[config.mk]
export PLATFORM = sky130hd
export DESIGN_NAME = aes_stream_ctrl_flat
export DESIGN_NICKNAME = d
export VERILOG_FILES = /design/src/rtl/aes_stream_pkg.sv /design/src/rtl/aes_stream_ctrl_if.sv /design/src/rtl/aes_byte_shreg.sv /design/src/rtl/aes_stream_ctrl.sv /design/src/flat_wrapper.sv
export SDC_FILE = /design/constraint.sdc
export NUM_CORES = 1
export LEC_CHECK = 0
export CAP_MARGIN = 15
export CORE_MARGIN = 2
export CORE_UTILIZATION = 45
export CTS_CLUSTER_SIZE = 40
export DETAILED_ROUTE_END_ITERATION = 8
export PLACE_DENSITY = 0.77
export SYNTH_ARGS = -nofsm -noshare
export SYNTH_HDL_FRONTEND = slang
export SYNTH_SLANG_ARGS = --single-unit
[constraint.sdc]
create_clock -name Clk -period 1.67 [get_ports Clk]
set_input_delay 0.2505 -clock Clk [delete_from_list [all_inputs] [get_ports Clk]]
set_output_delay 0.2505 -clock Clk [all_outputs]
set_load 0.02 [all_outputs]
[src/rtl/aes_stream_pkg.sv]
// aes_stream_pkg: controller states and frame layout constants
package aes_stream_pkg;
  typedef enum logic [2:0] {IDLE, KEY, DATA, START, WAIT, SEND} state_t;
  localparam int CMD_DEC = 0;
  localparam int CMD_KEY = 1;
  localparam int AES_BLOCK_BYTES = 16;
endpackage

[src/rtl/aes_stream_ctrl_if.sv]
// aes_stream_ctrl_if: inbound and outbound byte-stream handshakes
interface aes_stream_ctrl_if;
  logic [7:0] i_Byte;
  logic [7:0] o_Byte;
  logic i_fByteValid;
  logic o_fByteReady;
  logic o_fByteValid;
  logic i_fByteReady;
  modport slave (input i_Byte, i_fByteValid, i_fByteReady, output o_fByteReady, o_Byte, o_fByteValid);
  modport master (output i_Byte, i_fByteValid, i_fByteReady, input o_fByteReady, o_Byte, o_fByteValid);
endinterface

[src/rtl/aes_byte_shreg.sv]
// aes_byte_shreg: 128-bit register with parallel load and byte-wide left shift
module aes_byte_shreg (
  input  logic         Clk,
  input  logic         Rst,
  input  logic         load,
  input  logic         shift,
  input  logic [127:0] load_data,
  input  logic [7:0]   shift_in,
  output logic [127:0] q
);
  always_ff @(posedge Clk or negedge Rst)
    if (!Rst) q <= '0;
    else if (load) q <= load_data;
    else if (shift) q <= {q[119:0], shift_in};
endmodule

[src/rtl/aes_stream_ctrl.sv]
// aes_stream_ctrl: frames a byte stream into key/data blocks for an AES core and streams the result back
module aes_stream_ctrl
  import aes_stream_pkg::*;
#(
  parameter int TIMEOUT = 255
) (
  input  logic                   Clk,
  input  logic                   Rst,
  aes_stream_ctrl_if.slave       bus,
  output logic                   o_fStart,
  output logic                   o_fDec,
  output logic [127:0]           o_Data,
  output logic [127:0]           o_Key,
  input  logic [127:0]           i_Data,
  input  logic                   i_fDone,
  output logic                   o_fBusy,
  output logic                   o_fTimeout
);
  state_t st, nxt;
  logic [3:0] cnt;
  logic [7:0] wcnt;
  logic [127:0] res;
  logic acc, xfer, last, done;
  assign bus.o_fByteReady = st inside {IDLE, KEY, DATA};
  assign bus.o_fByteValid = st == SEND;
  assign bus.o_Byte = res[127:120];
  assign acc = bus.i_fByteValid && bus.o_fByteReady;
  assign xfer = st == SEND && bus.i_fByteReady;
  assign last = cnt == 4'(AES_BLOCK_BYTES - 1);
  assign done = st == WAIT && i_fDone;
  // a core result arriving on the final count beats the timeout
  assign o_fTimeout = st == WAIT && !i_fDone && wcnt == 8'(TIMEOUT - 1);
  assign o_fStart = st == START;
  assign o_fBusy = st != IDLE;
  always_comb begin
    nxt = st;
    case (st)
      IDLE:    nxt = acc ? (bus.i_Byte[CMD_KEY] ? KEY : DATA) : IDLE;
      KEY:     nxt = acc && last ? DATA : KEY;
      DATA:    nxt = acc && last ? START : DATA;
      START:   nxt = WAIT;
      WAIT:    nxt = done ? SEND : o_fTimeout ? IDLE : WAIT;
      SEND:    nxt = xfer && last ? IDLE : SEND;
      default: nxt = IDLE;
    endcase
  end
  // one byte counter serves KEY, DATA and SEND; it wraps to 0 at each block end
  always_ff @(posedge Clk or negedge Rst)
    if (!Rst) begin
      st <= IDLE;
      cnt <= '0;
      wcnt <= '0;
      o_fDec <= 1'b0;
    end else begin
      st <= nxt;
      cnt <= st == IDLE ? '0 : (acc || xfer) ? cnt + 4'd1 : cnt;
      wcnt <= st == WAIT ? wcnt + 8'd1 : '0;
      if (st == IDLE && acc) o_fDec <= bus.i_Byte[CMD_DEC];
    end
  aes_byte_shreg u_key (
    .Clk(Clk), .Rst(Rst), .load(1'b0), .shift(st == KEY && acc),
    .load_data('0), .shift_in(bus.i_Byte), .q(o_Key)
  );
  aes_byte_shreg u_data (
    .Clk(Clk), .Rst(Rst), .load(1'b0), .shift(st == DATA && acc),
    .load_data('0), .shift_in(bus.i_Byte), .q(o_Data)
  );
  aes_byte_shreg u_res (
    .Clk(Clk), .Rst(Rst), .load(done), .shift(xfer),
    .load_data(i_Data), .shift_in(8'h00), .q(res)
  );
endmodule

[src/flat_wrapper.sv]
// flat-port wrapper written by rule: the top's interface ports become plain ports
module aes_stream_ctrl_flat import aes_stream_pkg::*;
#(
  parameter int TIMEOUT = 255
)
  (Clk, Rst, o_fStart, o_fDec, o_Data, o_Key, i_Data, i_fDone, o_fBusy, o_fTimeout, bus_i_Byte, bus_i_fByteValid, bus_i_fByteReady, bus_o_fByteReady, bus_o_Byte, bus_o_fByteValid);
  aes_stream_ctrl_if bus_i ();
  input  logic Clk;
  input  logic Rst;
  output logic o_fStart;
  output logic o_fDec;
  output logic [127:0] o_Data;
  output logic [127:0] o_Key;
  input  logic [127:0] i_Data;
  input  logic i_fDone;
  output logic o_fBusy;
  output logic o_fTimeout;
  input wire logic [$bits(bus_i.i_Byte)-1:0] bus_i_Byte;
  input wire logic [$bits(bus_i.i_fByteValid)-1:0] bus_i_fByteValid;
  input wire logic [$bits(bus_i.i_fByteReady)-1:0] bus_i_fByteReady;
  output wire logic [$bits(bus_i.o_fByteReady)-1:0] bus_o_fByteReady;
  output wire logic [$bits(bus_i.o_Byte)-1:0] bus_o_Byte;
  output wire logic [$bits(bus_i.o_fByteValid)-1:0] bus_o_fByteValid;
  assign bus_i.i_Byte = bus_i_Byte;
  assign bus_i.i_fByteValid = bus_i_fByteValid;
  assign bus_i.i_fByteReady = bus_i_fByteReady;
  assign bus_o_fByteReady = bus_i.o_fByteReady;
  assign bus_o_Byte = bus_i.o_Byte;
  assign bus_o_fByteValid = bus_i.o_fByteValid;
  aes_stream_ctrl #(.TIMEOUT(TIMEOUT)) u_core (.Clk(Clk), .Rst(Rst), .bus(bus_i), .o_fStart(o_fStart), .o_fDec(o_fDec), .o_Data(o_Data), .o_Key(o_Key), .i_Data(i_Data), .i_fDone(i_fDone), .o_fBusy(o_fBusy), .o_fTimeout(o_fTimeout));
endmodule
==> results of run 1 <==
stage by stage:
stage,utilization (%),TNS [ns],hold WS [ns],instances
2_1_floorplan,-,0,-0.04509,1193
3_3_place_gp,60.16,-76.48,0.1293,2061
3_5_place_dp,60.16,-85.91,0.1309,2061
4_1_cts,65.23,-46.75,0.1440,2170
5_1_grt,67.19,-69.77,0.1639,2204
6_report,67.19,-49.62,0.1599,2204
metal layers:
layer / global-route usage, % / part of all wire, % / up-vias
li1: - / - / 5214
met1: 28.22 / 40 / 5830
met2: 39.79 / 51 / 323
met3: 4.679 / 4.8 / 104
met4: 9.905 / 4.3 / 0
met5: 0 / 0 / -
logic make-up (layout without fill, tap and decap cells):
| family | Yosys count | after routing | synth area share, % |
|---|---|---|---|
| flip-flops | 400 | 400 | 61.58 |
| buffers and inverters | 86 | 635 | 3.487 |
| other | 0 | 1 | 0 |
| AND/OR/NAND/NOR | 179 | 179 | 4.665 |
| AO/OA/AOI/OAI | 139 | 139 | 4.334 |
| multiplexers | 379 | 379 | 25.33 |
| XOR/XNOR | 7 | 7 | 0.3772 |
| adder cells (fa/ha/maj) | 3 | 3 | 0.2310 |
final timing paths:
check	cells past startpoint	slack (ns)	startpoint	to
worst max-delay path	9	-0.32	u_core.st[1]	u_core.u_res.q[52]
worst min-delay path	2	0.16	Rst	u_core.u_key.q[110]
worst max register to register	9	-0.32	u_core.st[1]	u_core.u_res.q[52]
worst min register to register	1	0.50	u_core.u_data.q[126]	u_core.u_data.q[126]
max in group asynchronous	4	0.76	Rst	u_core.u_key.q[65]
min in group Clk	3	0.25	i_Data[64]	u_core.u_res.q[64]
synth_stat cells:
| library cell | instances |
|---|---|
| dfrtp_1 | 400 |
| o21ai_0 | 85 |
| or3b_1 | 1 |
| and3b_1 | 1 |
| nand2_1 | 145 |
| mux2i_1 | 121 |
| a221oi_1 | 1 |
| nand4_1 | 1 |
| nor2b_1 | 2 |
| a21oi_1 | 5 |
| mux2_2 | 258 |
| buf_6 | 4 |
| nand4b_4 | 1 |
| nor2_1 | 11 |
| and4bb_2 | 1 |
| nor3_1 | 3 |
| o21bai_1 | 1 |
| ha_1 | 3 |
| inv_1 | 4 |
| and4_1 | 1 |
| and3_1 | 2 |
| o21ai_1 | 46 |
| nor4b_1 | 1 |
| buf_4 | 49 |
| nand3_1 | 5 |
| buf_2 | 16 |
| xor2_1 | 6 |
| nor4_1 | 1 |
| clkbuf_2 | 8 |
| xnor2_1 | 1 |
| nor2_4 | 1 |
| a21boi_1 | 1 |
| or3_1 | 2 |
| clkbuf_1 | 5 |
power by group through the flow:
stage	Combinational (mW)	Clock (mW)	Sequential (mW)
final	13.5	9.47	14.9
after floorplan	5.42	0	16.2
after CTS	12.6	9.66	14.9
after global placement	12.5	0	14.9
after detailed placement	12.9	0	15.1
after global routing	14.3	10.1	15.3
layout make-up:
cell class,count,area (µm²)
Antenna cell,1,2.502
Multi-Input combinational cell,707,5837
Clock buffer,64,1245
Timing Repair Buffer,554,6045
Clock inverter,13,168.9
Tap cell,461,576.8
Inverter,4,15.01
Sequential cell,400,10010
Fill cell,2618,11670
state kept, by name, summed over array words and instances, names as in the netlist:
signal / flops
u_core.wcnt: 8
u_core.cnt: 4
u_core.u_key.q: 128
u_core.o_fDec: 1
u_core.u_data.q: 128
u_core.st: 3
u_core.u_res.q: 128
repair_timing:
action                     4_1_cts  5_1_grt
gates cloned                    16       23
hold buffers                     1        0
buffers inserted                15       16
gates resized for setup        339       64
setup endpoints to repair      560      399
pin swaps                        5        5
hold endpoints to repair       292        0
==> results.md, run 1 <==
- Commonest non-fill, non-tap cell in the layout: dfrtp_1
- Worst path bufs/invs: 5
- Pre-antenna DRT Iters: 4
- Flop and latch count out of synthesis: 400
- Hold Path Class: primary input to async pin
- Main area contributors after synthesis: dfrtp_1 62%, mux2_2 18%, mux2i_1 7.5%
- Initial Util: about 46%
- Placer Congestion: ~0.82
- Syn_area_per_cell: between 10 and 15 µm²
- Crit path time final: 1.988 ns
- Placement Cell Area: 21400 µm²
- Antenna-violating nets left: 0
- Cell Chain, Critical Path: or3b_4 > buf_6 > nor2_4 > buf_6 > buf_12 > buf_12 > buf_16 > nand2_1 > o21ai_1
- Routed vias/inst: roughly 5.2
- CP max stage delay: ~0.43 ns
- Area growth, synth to finish: 47.03%
- Placement row count: 69
- Syn Inst Count: 1193
- Die Area: ~38000 µm²
- Most frequent cells in the layout: 400 x dfrtp_1, 258 x dlygate4sd2_1, 242 x mux2_2, 145 x clkdlybuf4s50_1, 142 x nand2_1
- Final setup vio count: slightly below 400
- Die W: roughly 190 µm
- Number of global-route vias before repair: between 10000 and 15000
- Worst relative slew slack: slightly above 70%
- Delay-heaviest family, CP: simple AND/OR/NAND/NOR gates
- Port bufs: just over 400
- Max FO, Critical Path: 10
- Final Total Pwr: 37.88 mW
- Final Instance Area: 23900 µm²
- Leading area contributor after synthesis: dfrtp_1
- Routed WL: around 47 mm
- CP Capture Type: register
- Comb pwr share: a little over a third
- WP data required: approximately 2.1 ns
- FMAX: slightly above 500 MHz
- Share of cells above drive strength 1: roughly 28%
- Sw frac: ~34%
- Worst Tran Pin Value: 0.4335 ns
- Sequential power share: between 30% and 40%
- Clock share of power: 25.0%
- H-tree levels: 2
- Final Skew: ~0.014 ns
- Top cell type's share of synthesized area: around three fifths
- Syn. warnings: 0
- CP Data Arrival Time: about 2.4 ns
- Maxcap violations: 0
- Max Transition Viols Final: 0
- CTS tree: built
- Distinct cells, synth: 34
- CTS clk-pin slew, worst paths: 0.06 ns
- Place WS: -0.3375 ns
- Antenna violations before repair: 1
- DR iter-0 viols: 430
- DP HPWL: approximately 30 mm
- RSZ-0062 raised after global routing: true
- Mapped Area: around 16000 µm²
- Layout Nets: ~1900
- Power Density: approximately 1600 nW/µm²
- GRT Total Usage: between 20% and 30%
- Worst-skew pair later-pin latency: 0.55 ns
- Root buf cell: clkbuf_16
- Post-synthesis sequential area ratio: 61.58%
- Drt wl/cell: 21.16 µm
- Outcome: finished with violations
- Syn nets: around 1300
- Internal power: ~25 mW
- Critical-path top delay cell: or3b_4
- First-pass GRT wire length: about 69 mm
- Total grt overflow: 0
- CP Launch Type: register
- Failing checks: negative setup slack
- Routed vias: between 10000 and 15000
- Maximum vdd drop: 1093 µV
- Post-route DRC: 0
- Psw: about 13 mW
- Period utilization: 119.1%
- Die Ht: roughly 190 µm
- TritonCTS buffer count: 42
- Clk buf depth: 3
- Final Hold Fails: 0
- Core area: 35570 µm²
- Io pins: slightly above 400
- P_leak: about 12 nW
- # clock sinks: 400
- Critical path type: register to register
- Largest net degree at the start of global routing: 77
- Post-route setup slack: -0.3181 ns
Note: power is estimated with default switching activity, not from simulation.
==> inputs of run 2 (changes only) <==
--- a/config.mk
+++ b/config.mk
@@ -6,6 +6,7 @@
 export NUM_CORES = 1
 export LEC_CHECK = 0
 export CAP_MARGIN = 15
+export CORE_ASPECT_RATIO = 0.5
 export CORE_MARGIN = 2
 export CORE_UTILIZATION = 45
 export CTS_CLUSTER_SIZE = 40
==> run 2 against run 1 <==
The run still ends with negative setup slack left. Clock-buffer cell count decreased by 13. Via count grew 4.0%. Clock skew is 0.0069 ns higher. Sequential cell count did not move. Wire length rose by 9.6%. Cell count rose by 2.9%. Combinational power increased by 9.6%. Clock power decreased by 3.4%. Critical path depth is 3 lower. Design area increased by 6.9%. Critical path type unchanged. Highest routed layer unchanged.
==> results.md, run 2 (same netlist as run 1, synthesis figures left out) <==
- Commonest non-fill, non-tap cell in the layout: dfrtp_1
- Worst Tran Pin Value: 0.5423 ns
- DP HPWL: approximately 30 mm
- Die W: 272.8 µm
- Port bufs: about 400
- Critical path type: register to register
- Worst relative slew slack: ~64%
- Die Area: approximately 38000 µm²
- Area occupied by multi-input gates: 6710 µm²
- Drt wl/cell: roughly 23 µm
- WP data required: 2.10 ns
- RSZ-0062 raised after global routing: true
- Core area: roughly 36000 µm²
- DR iter-0 viols: 555
- Max FO, Critical Path: 9
- Maxcap violations: 0
- Pre-antenna DRT Iters: 5
- Fillers: approximately 2300
- Final setup vio count: between 300 and 400
- Number of global-route vias before repair: roughly 12000
- Clk buf depth: 3
- RR Endpoint: u_core.u_data.q[40]
- CP Launch Type: register
- Post-route DRC: 0
- Die Ht: around 140 µm
- Final setup TNS: -46.46 ns
- Placer Congestion: approximately 0.86
- Root buf cell: clkbuf_16
- Max Transition Viols Final: 0
- GRT Total Usage: ~24%
- Io pins: around 400
- Share of cells above drive strength 1: between 40 and 50%
- Final Skew: 0.02095 ns
- Reg2Reg Depth: 6
- Final Hold Fails: 0
- H-tree levels: 2
- Most frequent cells in the layout: 400 x dfrtp_1, 258 x dlygate4sd2_1, 220 x mux2_2, 146 x clkdlybuf4s50_1, 108 x mux2i_1
- Final Instance Area: 25550 µm²
- TritonCTS buffer count: 38
- Worst-skew pair later-pin latency: between 0.5 and 0.6 ns
- FF+latch area: between 10000 and 15000 µm²
- CTS tree: built
- Placement Cell Area: between 20000 and 25000 µm²
- Crit path time final: between 1.5 and 2 ns
- Placement row count: between 40 and 50
- Area growth, synth to finish: 57.22%
- CTS clk-pin slew, worst paths: 0.07 ns
- Initial Util: ~45%
- Total grt overflow: 0
- Failing checks: negative setup slack
- FMAX: between 500 and 600 MHz
- # clock sinks: 400
- Outcome: finished with violations
- Antenna violations before repair: 2
- Top Registers: u_core.u_data.q: 128 flops, u_core.u_key.q: 128 flops, u_core.u_res.q: 128 flops
- CP Capture Type: register
- Routed vias/inst: about 5.3
- Layout Nets: about 1900
- RR Startpoint: u_core.st[0]
- Antenna-violating nets left: 0
- Routed vias: ~12000
- Hold Path Class: primary input to async pin
- Setup slack, reg-to-reg: -0.25 ns
- CP Data Arrival Time: about 2.4 ns
- Period utilization: 115.0%
- P_leak: about 13 nW
- Post-route setup slack: -0.2502 ns
- Maximum vdd drop: ~1000 µV
- Largest net degree at the start of global routing: 84
- Power Density: between 1500 and 2000 nW/µm²
- First-pass GRT wire length: a little over 70 mm
- Routed WL: just over 50 mm
-- run 2: stage by stage --
step / hold WS, ns / setup slack, ns / util [%] / cells / total power [mW]
4_1_cts: 0.1070 / -0.2896 / 65.51 / 2204 / 36.57
5_1_grt: 0.1171 / -0.3142 / 71.50 / 2268 / 40.72
2_1_floorplan: -0.04509 / 0.007996 / - / 1193 / 21.65
6_report: 0.1291 / -0.2502 / 71.50 / 2268 / 38.94
3_5_place_dp: 0.09996 / -0.3678 / 59.87 / 2092 / 27.95
3_3_place_gp: 0.1022 / -0.3191 / 59.87 / 2092 / 27.38
-- run 2: worst max-delay path, cell delays in order, from the launching register on --
cell,delay [ns]
dfrtp_1,0.40
buf_4,0.18
and4bb_4,0.47
buf_6,0.14
buf_8,0.12
clkbuf_16,0.15
mux2_2,0.34
-- run 2: worst max path at each step --
stage | from | end | slack, ns | cells after the start
2_1_floorplan | u_core.st[1] | o_fTimeout | 0.008 | 3
3_3_place_gp | bus_i_fByteValid | u_core.u_key.q[3] | -0.32 | 6
3_5_place_dp | bus_i_fByteValid | u_core.u_key.q[15] | -0.37 | 6
4_1_cts | u_core.st[0] | o_fTimeout | -0.29 | 3
5_1_grt | u_core.wcnt[4] | o_fTimeout | -0.31 | 4
6_report | u_core.st[0] | u_core.u_data.q[40] | -0.25 | 6
-- run 2: area by class of cell --
type                            instances  share of cell area, %
Sequential cell                       400                  39.17
Tap cell                              484                  2.370
Multi-Input combinational cell        707                  26.26
Timing Repair Buffer                  602                  27.03
Clock buffer                           51                  4.186
Clock inverter                         18                 0.9107
Inverter                                4                0.05875
Antenna cell                            2                0.01958
-- run 2: where the power goes --
part | total [mW] | internal [mW] | switching (mW)
Combinational | 14.8 | 7.45 | 7.33
Clock | 9.15 | 5.19 | 3.96
Sequential | 15.0 | 12.7 | 2.29
-- run 2: what timing repair did --
action | CTS | global route
pin swaps | 5 | 140
gates resized for setup | 389 | 370
hold buffers | 1 | 0
setup buffers | 26 | 32
hold endpoints to repair | 247 | 0
gates cloned | 16 | 40
endpoints found under the setup margin | 596 | 400
-- run 2: metal layers --
layer  vias to the layer above  wire (µm)  share of wire (%)  global-route usage [%]
met5                         -          0                  0                       0
met4                         0       1956                3.8                   10.27
met3                       110       2482                4.9                   5.315
met2                       320      27970                 55                   43.39
met1                      6217      18710                 37                   27.58
li1                       5287          -                  -                       -
==> inputs of run 3 (changes only) <==
--- a/config.mk
+++ b/config.mk
@@ -7,7 +7,6 @@
 export LEC_CHECK = 0
 export CAP_MARGIN = 15
 export CORE_ASPECT_RATIO = 0.5
-export CORE_MARGIN = 2
 export CORE_UTILIZATION = 45
 export CTS_CLUSTER_SIZE = 40
 export DETAILED_ROUTE_END_ITERATION = 8
==> run 3 against run 2 <==
The run still ends with negative setup slack left. Clock power decreased by 3.0%. Critical path type is now register to primary output. Via count barely moved. Sequential share of layout area decreased by 0.93 points. Sequential power about the same. Total power increased by 4.7%. Sequential cell count unchanged. Non-clock buffer count decreased by 10.
==> results.md, run 3 (same netlist as run 1, synthesis figures left out) <==
- RR Startpoint: u_core.st[1]
- CTS tree: built
- CP Launch Type: register
- Port bufs: between 400 and 500
- Max Transition Viols Final: 0
- Fin Hold WS: around 0.22 ns
- Root buf cell: clkbuf_16
- Total grt overflow: 0
- Max FO, Critical Path: 2
- Met1 Use GR: a little over a quarter
- DR iter-0 viols: approximately 570
- Worst Tran Pin Value: around 0.44 ns
- Io pins: slightly above 400
- Most frequent cells in the layout: 400 x dfrtp_1, 263 x dlygate4sd2_1, 147 x mux2_4, 139 x clkdlybuf4s50_1, 120 x mux2i_1
- Top Usage Layer GRT: met2
- Outcome: finished with violations
- Failing checks: negative setup slack
- Pre-antenna DRT Iters: 4
- Setup slack, reg-to-reg: -0.24 ns
- First-pass GRT wire length: roughly 70 mm
- # clock sinks: 400
- Commonest non-fill, non-tap cell in the layout: dfrtp_1
- CP Data Arrival Time: between 1.5 and 2 ns
- DP HPWL: a little over 30 mm
- Maxcap violations: 0
- Final Skew: 0.02118 ns
- M3 GR Usage: approximately 5.0%
- Placement Cell Area: around 21000 µm²
- Share of cells above drive strength 1: 40.79%
- Initial Util: 46.42%
- Layout Nets: between 1500 and 2000
- TritonCTS buffer count: 37
- Drt wl/cell: about 23 µm
- Global-route met2 utilization: ~44%
- Worst relative slew slack: 70.19%
- Die Ht: around 140 µm
- GRT Total Usage: around 24%
- Placement row count: 48
- Routed vias: around 12000
- Final Hold Fails: 0
- Worst-skew pair later-pin latency: 0.54 ns
- Final Instance Area: ~26000 µm²
- Crit path time final: about 1.9 ns
- FMAX: ~520 MHz
- P_leak: ~14 nW
- Core area: between 30000 and 40000 µm²
- Power Density: between 1500 and 2000 nW/µm²
- Die W: between 200 and 300 µm
- Core Util, Final: between 70% and 80%
- Post-route DRC: 0
- Final setup vio count: about 400
- Routed WL: about 52 mm
- Clk buf depth: 3
- Antenna violations before repair: 1
- Placer Congestion: between 0.8 and 0.9
- Largest net degree at the start of global routing: 50
- WP data required: roughly 1.4 ns
- Die Area: between 30000 and 40000 µm²
- Post-route setup slack: -0.2483 ns
- Hold Path Class: primary input to async pin
- Routed vias/inst: approximately 5.3
- Maximum vdd drop: 793.7 µV
- Period utilization: 114.9%
- Area growth, synth to finish: 61.03%
- Place WS: -0.2702 ns
- CTS clk-pin slew, worst paths: around 0.070 ns
- RSZ-0062 raised after global routing: true
- RR Endpoint: u_core.u_res.q[121]
- Antenna-violating nets left: 0
- Final Total Pwr: 40.77 mW
- Top Registers: u_core.u_data.q: 128 flops, u_core.u_key.q: 128 flops, u_core.u_res.q: 128 flops
- Reg2Reg Depth: 8
- CP Capture Type: primary output
- Number of global-route vias before repair: 12440
- Critical path type: register to primary output
- H-tree levels: 2
[run 3: area by class of cell]
class	count	area, µm²
diodes	1	2.502
fillers	2128	8838
multi-input cells	708	7361
flip-flops and latches	400	10010
repair buffers	592	6945
well taps	475	594.3
clock inverters	6	92.59
inverters	4	15.01
clock buffers	60	1155
[run 3: worst max path at each step]
| stage | startpoint | endpoint | slack, ns | cells after the start |
|---|---|---|---|---|
| 6_report | u_core.st[1] | o_fTimeout | -0.25 | 3 |
| 5_1_grt | u_core.st[1] | o_fTimeout | -0.30 | 3 |
| 4_1_cts | u_core.st[0] | o_fTimeout | -0.26 | 3 |
| 3_5_place_dp | u_core.st[1] | o_fTimeout | -0.27 | 3 |
| 3_3_place_gp | u_core.st[1] | o_fTimeout | -0.28 | 3 |
| 2_1_floorplan | u_core.st[1] | o_fTimeout | 0.008 | 3 |
[run 3: what timing repair did]
item	4_1_cts	5_1_grt
endpoints found under the setup margin	577	394
setup buffers	18	27
hold buffers	1	0
gates resized for setup	369	548
pin swaps	5	164
hold endpoints to repair	75	0
gates cloned	21	43
[run 3: worst max-delay path, stage by stage, from the launching register on]
cell and delay (ns):
dfrtp_1 0.39, or3b_4 0.42, nor4_4 0.14, buf_4 0.18
[run 3: metrics by stage]
step	instances	setup TNS, ns
after floorplan	1193	0
after global placement	2080	-55.70
after global routing	2246	-61.90
after detailed placement	2080	-63.00
final	2246	-49.22
after CTS	2186	-46.15
[run 3: power by group]
| part | leakage (nW) | switching (mW) | internal [mW] |
|---|---|---|---|
| combinational | 8.08 | 7.92 | 8.88 |
| clock | 0.608 | 3.81 | 5.07 |
| sequential | 5.26 | 2.38 | 12.7 |
[run 3: metal layers]
metal | up-vias | wire (µm)
li1 | 5295 | -
met1 | 6209 | 20030
met2 | 300 | 27860
met3 | 131 | 2086
met4 | 0 | 2140
met5 | - | 0
